[src/rtl/line_burst_master.sv]
// Memory-side initiator for the picorv32 native bus: moves one cache line as
// WORDS_PER_LINE back-to-back single-word transfers, with an optional stall watchdog.
module line_burst_master #(
  parameter int WORDS_PER_LINE = 4,
  parameter int TIMEOUT        = 64
) (
  input  logic                            clk,
  input  logic                            reset,
  input  logic                            req_valid,
  output logic                            req_ready,
  input  logic                            req_write,
  input  logic                            req_instr,
  input  logic [31:0]                     req_addr,
  input  logic [32*WORDS_PER_LINE-1:0]    req_wdata,
  output logic                            rd_valid,
  output logic [31:0]                     rd_data,
  output logic [$clog2(WORDS_PER_LINE)-1:0] rd_index,
  output logic                            done,
  output logic                            err,
  output logic                            mem_valid,
  output logic                            mem_instr,
  input  logic                            mem_ready,
  output logic [31:0]                     mem_addr,
  output logic [31:0]                     mem_wdata,
  output logic [3:0]                      mem_wstrb,
  input  logic [31:0]                     mem_rdata
);

  localparam int IW = $clog2(WORDS_PER_LINE);
  localparam int WW = (TIMEOUT > 1) ? $clog2(TIMEOUT) : 1;
  localparam logic [31:0]   OFF_MASK = 32'(WORDS_PER_LINE * 4 - 1);
  localparam logic [WW-1:0] WAIT_LIM = WW'((TIMEOUT > 0) ? TIMEOUT - 1 : 0);
  localparam logic [IW-1:0] LAST_IDX = IW'(WORDS_PER_LINE - 1);

  typedef enum logic [1:0] {S_IDLE, S_ISSUE, S_DONE} state_t;

  state_t                      state_q, state_d;
  logic [31:0]                 base_q, base_d;
  logic                        write_q, write_d;
  logic [32*WORDS_PER_LINE-1:0] line_q, line_d;
  logic [IW-1:0]               idx_q, idx_d, idx_nx;
  logic [WW-1:0]               wait_q, wait_d;

  logic                        mem_valid_q, mem_valid_d;
  logic                        mem_instr_q, mem_instr_d;
  logic [31:0]                 mem_addr_q, mem_addr_d;
  logic [31:0]                 mem_wdata_q, mem_wdata_d;
  logic [3:0]                  mem_wstrb_q, mem_wstrb_d;
  logic                        rd_valid_q, rd_valid_d;
  logic [31:0]                 rd_data_q, rd_data_d;
  logic [IW-1:0]               rd_index_q, rd_index_d;
  logic                        done_q, done_d;
  logic                        err_q, err_d;
  logic                        hs;

  always_comb begin
    state_d     = state_q;
    base_d      = base_q;
    write_d     = write_q;
    line_d      = line_q;
    idx_d       = idx_q;
    wait_d      = wait_q;
    mem_valid_d = mem_valid_q;
    mem_instr_d = mem_instr_q;
    mem_addr_d  = mem_addr_q;
    mem_wdata_d = mem_wdata_q;
    mem_wstrb_d = mem_wstrb_q;
    rd_valid_d  = 1'b0;
    rd_data_d   = rd_data_q;
    rd_index_d  = rd_index_q;
    done_d      = 1'b0;
    err_d       = 1'b0;
    hs          = mem_valid_q && mem_ready;
    idx_nx      = idx_q + IW'(1);

    unique case (state_q)
      S_IDLE: begin
        if (req_valid) begin
          base_d      = req_addr & ~OFF_MASK;
          write_d     = req_write;
          line_d      = req_wdata;
          idx_d       = '0;
          wait_d      = '0;
          mem_valid_d = 1'b1;
          mem_instr_d = req_instr;
          mem_addr_d  = req_addr & ~OFF_MASK;
          mem_wdata_d = req_write ? req_wdata[31:0] : '0;
          mem_wstrb_d = req_write ? 4'hF : 4'h0;
          state_d     = S_ISSUE;
        end
      end
      S_ISSUE: begin
        // A handshake on the watchdog's final cycle still counts as progress.
        if (hs) begin
          wait_d = '0;
          if (!write_q) begin
            rd_valid_d = 1'b1;
            rd_data_d  = mem_rdata;
            rd_index_d = idx_q;
          end
          if (idx_q == LAST_IDX) begin
            mem_valid_d = 1'b0;
            mem_wstrb_d = 4'h0;
            done_d      = 1'b1;
            state_d     = S_DONE;
          end else begin
            idx_d       = idx_nx;
            mem_addr_d  = base_q + 32'({idx_nx, 2'b00});
            mem_wdata_d = write_q ? line_q[32*idx_nx +: 32] : '0;
          end
        end else if (TIMEOUT != 0 && wait_q == WAIT_LIM) begin
          mem_valid_d = 1'b0;
          mem_wstrb_d = 4'h0;
          done_d      = 1'b1;
          err_d       = 1'b1;
          state_d     = S_DONE;
        end else begin
          wait_d = wait_q + WW'(1);
        end
      end
      S_DONE:  state_d = S_IDLE;
      default: state_d = S_IDLE;
    endcase
  end

  always_ff @(posedge clk) begin
    if (reset) begin
      state_q     <= S_IDLE;
      base_q      <= '0;
      write_q     <= 1'b0;
      line_q      <= '0;
      idx_q       <= '0;
      wait_q      <= '0;
      mem_valid_q <= 1'b0;
      mem_instr_q <= 1'b0;
      mem_addr_q  <= '0;
      mem_wdata_q <= '0;
      mem_wstrb_q <= '0;
      rd_valid_q  <= 1'b0;
      rd_data_q   <= '0;
      rd_index_q  <= '0;
      done_q      <= 1'b0;
      err_q       <= 1'b0;
    end else begin
      state_q     <= state_d;
      base_q      <= base_d;
      write_q     <= write_d;
      line_q      <= line_d;
      idx_q       <= idx_d;
      wait_q      <= wait_d;
      mem_valid_q <= mem_valid_d;
      mem_instr_q <= mem_instr_d;
      mem_addr_q  <= mem_addr_d;
      mem_wdata_q <= mem_wdata_d;
      mem_wstrb_q <= mem_wstrb_d;
      rd_valid_q  <= rd_valid_d;
      rd_data_q   <= rd_data_d;
      rd_index_q  <= rd_index_d;
      done_q      <= done_d;
      err_q       <= err_d;
    end
  end

  assign req_ready = (state_q == S_IDLE);
  assign mem_valid = mem_valid_q;
  assign mem_instr = mem_instr_q;
  assign mem_addr  = mem_addr_q;
  assign mem_wdata = mem_wdata_q;
  assign mem_wstrb = mem_wstrb_q;
  assign rd_valid  = rd_valid_q;
  assign rd_data   = rd_data_q;
  assign rd_index  = rd_index_q;
  assign done      = done_q;
  assign err       = err_q;

endmodule

[config.mk]
export PLATFORM = sky130hd
export DESIGN_NAME = line_burst_master
export DESIGN_NICKNAME = d
export VERILOG_FILES = /design/src/rtl/line_burst_master.sv
export SDC_FILE = /design/constraint.sdc
export NUM_CORES = 1
export LEC_CHECK = 0
export BUFFER_PORTS_ARGS = -buffer_cell sky130_fd_sc_hd__buf_2
export CAP_MARGIN = 20
export CORE_UTILIZATION = 50
export CTS_CLUSTER_DIAMETER = 60
export DETAILED_ROUTE_END_ITERATION = 6
export PLACE_DENSITY = 0.79
export RECOVER_POWER = 100
export SYNTH_ARGS = -nofsm -noshare
export SYNTH_HDL_FRONTEND = slang
export SYNTH_SLANG_ARGS = --single-unit
[constraint.sdc]
create_clock -name clk -period 2.1 [get_ports clk]
set_clock_uncertainty 0.1 [all_clocks]
set_input_delay 0.63 -clock clk [delete_from_list [all_inputs] [get_ports clk]]
set_output_delay 0.63 -clock clk [all_outputs]
set_load 0.005 [all_outputs]
### Word level (Yosys, flattened, before mapping)

Cells that the tools add are included.

| operators by class | value |
|---|---|
| add/sub/neg operators | 3 |
| multiply operators | 0 |
| div/mod/pow operators | 0 |
| magnitude comparators | 0 |
| equal/unequal tests | 9 |
| shift operators | 1 |
| muxes and demuxes | 38 |
| bitwise operators | 3 |
| reduce and logical (&&, ||, !) cells | 12 |

Operators with widths:

| cell | count |
|---|---|
| 32-bit two-way mux | 8 |
| 32-bit case mux with 2 select lines | 2 |
| 128-bit by 8-bit variable part select with 32-bit output | 1 |
| 32-bit by 4-bit adder with 32-bit output | 1 |
| 4-bit two-way mux | 5 |
| 6-bit two-way mux | 3 |
| 2-bit two-way mux | 7 |
| 6-bit case mux with 2 select lines | 1 |
| 3-bit != test (second input constant) | 3 |
| 3-bit AND reduction | 3 |
| 1-bit two-way mux | 8 |
| 2-bit case mux with 2 select lines | 2 |
| 4-bit case mux with 2 select lines | 1 |
| 4-bit AND reduction | 2 |
| 6-bit by 1-bit adder with 6-bit output (second input constant) | 1 |
| 6-bit equality test (second input constant) | 1 |
| 2-bit != test (second input constant) | 3 |
| 3-bit OR reduction | 2 |
| 1-bit NOT | 3 |
| 2-bit by 1-bit adder with 2-bit output (second input constant) | 1 |
| 2-bit by 1-bit equality test with 1-bit output (second input constant) | 1 |
| 2-bit equality test (second input constant) | 1 |
| 2-bit logical NOT | 1 |
| 1-bit case mux with 2 select lines | 1 |
| other kinds (4) | 4 |

| word-level totals | value |
|---|---|
| register bits after elaboration | 274 |
| bits in latches | 0 |
| RAM bits | 0 |
| bits in read-only memories | 0 |
| input port bits | 198 |
| output and inout port bits | 108 |
| word-level logic and storage cells | 82 |
| memories | 0 |

### Logic depth before layout (Yosys ltp)

| logic depth | value |
|---|---|
| depth after elaboration | 6 |
| depth in mapped cells | 8 |
| mapped depth without buffers | 5 |

### Worst setup path before layout

No wires, ideal clock.

| timing path | value |
|---|---|
| path type | reg-to-reg |
| start | register idx_q[0] |
| end | register mem_wdata_q[30], in the netlist mem_wdata[30] |
| library setup time | 134 ps |
| arrival | 1684 ps |
| required time | 1866 ps |
| path slack | 182 ps |
| cell stages (with the launch flop) | 7 |
| path buffers | 2 |
| period minus slack after synthesis | 1918 ps |
| cell sequence | dfxtp_1 > ha_1 > buf_2 > buf_1 > mux2_2 > nand2_1 > a311oi_2 |

| on the way | value |
|---|---|
| word-level cells in the longest chain between the ends | 6 |
| elaborated cells between the ends (all ways) | 9 |
| classes of those cells | add/sub (1); eq/ne (2); shift (1); mux (4); reduce/logical (1) |

Ends and longest elaborated chain:

| element | RTL line | RTL |
|---|---|---|
| start, declared | 41 | `logic [IW-1:0] idx_q, idx_d, idx_nx;` |
| start signal, assigned | 149 | `idx_q <= idx_d;` |
| 2-bit by 1-bit adder with 2-bit output | 74 | `idx_nx = idx_q + IW'(1);` |
| 128-bit by 8-bit variable part select with 32-bit output | 109 | `mem_wdata_d = write_q ? line_q[32*idx_nx +: 32] : '0;` |
| 32-bit two-way mux | 109 |  |
| 32-bit two-way mux | 101 | `if (idx_q == LAST_IDX) begin` |
| 32-bit two-way mux | 94 | `if (hs) begin` |
| 32-bit case mux with 2 select lines | 76 | `unique case (state_q)` |
| end signal, assigned | 154 | `mem_wdata_q <= mem_wdata_d;` |
| end, declared | 47 | `logic [31:0] mem_wdata_q, mem_wdata_d;` |

Parallel ways exist; a longest one is shown, timed or not. The select of a mux whose other input is x is not followed.
A chain may end at the register's enable or synchronous reset.

### Final worst setup path

| timing path | value |
|---|---|
| start | register state_q[1] |
| end | register mem_wdata_q[6], in the netlist mem_wdata[6] |

| on the way | value |
|---|---|
| word-level cells in the longest chain between the ends | 3 |
| elaborated cells between the ends (all ways) | 8 |
| classes of those cells | eq/ne (4); mux (1); reduce/logical (3) |

Ends and longest elaborated chain:

| element | RTL line | RTL |
|---|---|---|
| start, declared | 37 | `state_t state_q, state_d;` |
| start signal, assigned | 145 | `state_q <= state_d;` |
| 2-bit by 1-bit equality test with 1-bit output / 2-bit logical NOT (equally long branches) | 76 |  |
| 2-bit != test (no line) / 2-bit nonzero test (equally long branches) | - |  |
| 4-bit AND reduction (no line) | - |  |

Parallel ways exist; a longest one is shown, timed or not.

==> run summary <==
DRT Wirelength = 30,120 um
static leakage = 5.532 nW
Main synth FF type = dfxtp_1
syn_area_per_cell = 8.430 sq um
post-synth top area share = 0.4873
wire length per cell = 16.18 um
synth cell count leaders = 425 x nand2_1, 267 x dfxtp_1, 198 x a21oi_1
pin count of the biggest net entering global routing = 89
ANT nets after route = 0
Post-synth EDFFs = 0
sequential area share after synthesis = 0.4873
remaining global-route overflow = 0
Vias/cell = 5.449
final hold vios = 0
clk_lat worst skew = 0.53 ns
vias in the first global route = 9,423
Fmax achieved = 496.5 MHz
All-Layer GR Usage = 0.2554
Hold Buf Count CTS = 0
first-pass GRT wire length = 46,550 um
Max Root-Sink Buffers = 3
Tightest Pin Transition = 0.7059 ns
RR Startpoint = state_q[1]$_SDFFE_PP0P_
NumNets Final = 1,758
drt first-iter violations = 576
setup slack after layout = 0.08588 ns
most area-hungry cell type in the Yosys netlist = dfxtp_1
CP Data Required Time = 2.43 ns
Synth cell types = 41
via count = 10,146
crit start category = register
Worst Hold End = rd_data[8]$_SDFFE_PP0P_
PortBufs = 299
R2R Setup Slk = 0.09 ns
synthesized cell area = 0.01097 sq mm
Post-route DRC = 0
critical path arrival = 2.35 ns
Rows = 53
status = finished clean
Placed Cells = 1,800
slew margin rel. = 0.5294
setup bufs post-CTS = 0
Num CTS Buffers = 29
Die X-Extent = 150.1 um
Die Y = 150.1 um
layout cells sized above 1 = 0.2616
Pins Over Slew Limit = 0
critical path fanouts, max = 15
Pre-Repair DR Iteration Count = 5
PD cells = 886.8 mW/mm^2
min cycle time layout = 2.014 ns
utilization after layout = 0.6395
Max Cap Viol = 0
min-delay worst type = input port to register
DP Worst Slack = -0.2619 ns
Starting Density = 0.5153
CTS Sinks = 267
worst setup path start = state_q[1]$_SDFFE_PP0P_
CTS H-Tree Depth = 1
hold path start = mem_rdata[8]
initial antenna violation count = 8
crit end category = register
clk slew on worst S/H paths = 0.06 ns
post-route insts no fill = 1,862
Final period util = 0.9591
CTS tree = built
Hold Path Depth = 3
area of the die = 0.02253 sq mm
Syn-to-layout area delta = 24.12%
r2r worst-path depth = 6
most common cell in the netlist = nand2_1
synth warn = 0
count of final setup violators = 0
placer congestion estimate = 0.8351
worst reg2reg endpoint = mem_wdata[6]$_SDFFE_PP0P_
Peak VDD IR = 0.6444 mV
Syn Inst Count = 1,301
Area contributors post-synth = dfxtp_1 49%, nand2_1 15%, a21oi_1 9.0%
Fillers = 1,848
post-CTS sizing = 0
IO Pins = 306
Hold WS = 0.2262 ns
RSZ-0062 raised after global routing = no
clock root cell = clkbuf_16
ys async rst share = 0
Crit Path Category = register to register
core area = 0.02129 sq mm
synthesized flop and latch total = 267
DP Wirelength = 19,830 um
## through the flow
stage	TNS [ns]	total power, W	cell area (sq um)
after floorplan	0	0.006668	10970
after global placement	-17.11	0.007279	12840
after detailed placement	-22.38	0.007335	12840
after CTS	0	0.01219	13770
after global routing	0	0.01255	13610
final	0	0.01207	13610
## placed cells by master, fill, tap and decap left out, types with 29 or more instances in the layout
cell type	Yosys	routed
nand2_1	425	425
dfxtp_1	267	267
buf_2	31	234
a21oi_1	198	198
clkbuf_1	68	70
nor2_1	68	67
mux2_2	64	64
a32oi_1	33	33
a311oi_1	32	32
clkbuf_16	0	29
## cell type report
class                   count  area [sq um]  share of cell area
flip-flops and latches    267          5345              0.3926
multi-input cells         918          5050              0.3710
repair buffers            341          1926              0.1415
clock buffers              41         830.8             0.06103
well taps                 275         344.1             0.02528
clock inverters            11         93.84            0.006893
diodes                      8         20.02            0.001471
inverters                   1         3.754           0.0002757
## kinds of logic (layout without fill, tap and decap cells)
family	Yosys count	after routing	synth area share
AOI/OAI and AO/OA	306	306	0.1858
adders and majority gates	2	2	0.002281
buffers and inverters	117	394	0.04939
DFF	267	267	0.4873
muxes	92	92	0.09126
other	1	10	0.0003419
and+or+nand+nor	516	516	0.1836
## state kept, by name, indices dropped and copies added, names as in the netlist
| register | count |
|---|---|
| mem_addr | 29 |
| mem_wdata | 32 |
| mem_valid | 1 |
| rd_index | 2 |
| base_q | 28 |
| rd_valid | 1 |
| done | 1 |
| line_q | 128 |
| err | 1 |
| state_q | 2 |
| rd_data | 32 |
| mem_instr | 1 |
| write_q | 1 |
| idx_q | 1 |
| mem_wstrb | 1 |
| wait_q | 6 |
## metal layers
layer  wire (um)  vias to the layer above  GRT usage
met1       12610                     4767     0.3294
met2       14450                      368     0.4303
li1            -                     4968          -
met5           8                        -          0
met4         485                        2    0.06515
met3        2567                       41    0.05727
## worst max-delay path, cell delays in order, from the launching register on
cell      delay [ns]
dfxtp_1         0.36
or3b_4          0.44
o31ai_1         0.11
clkbuf_2        0.32
buf_4           0.25
nor2_1          0.06
a311oi_1        0.26
## how the worst max path moves through the flow
stage	end
after global placement	mem_addr[22]$_SDFFE_PP0P_
after CTS	mem_addr[27]$_SDFFE_PP0P_
after global routing	line_q[33]$_SDFFE_PP0P_
after detailed placement	mem_addr[27]$_SDFFE_PP0P_
final	mem_wdata[6]$_SDFFE_PP0P_
after floorplan	mem_wdata[30]$_SDFFE_PP0P_
## report_power, final
group,switching [W],internal [W]
clock,0.00202,0.00287
sequential,0.000169,0.00540
combinational,0.000927,0.000686
Note: power is estimated with default switching activity, not from simulation.
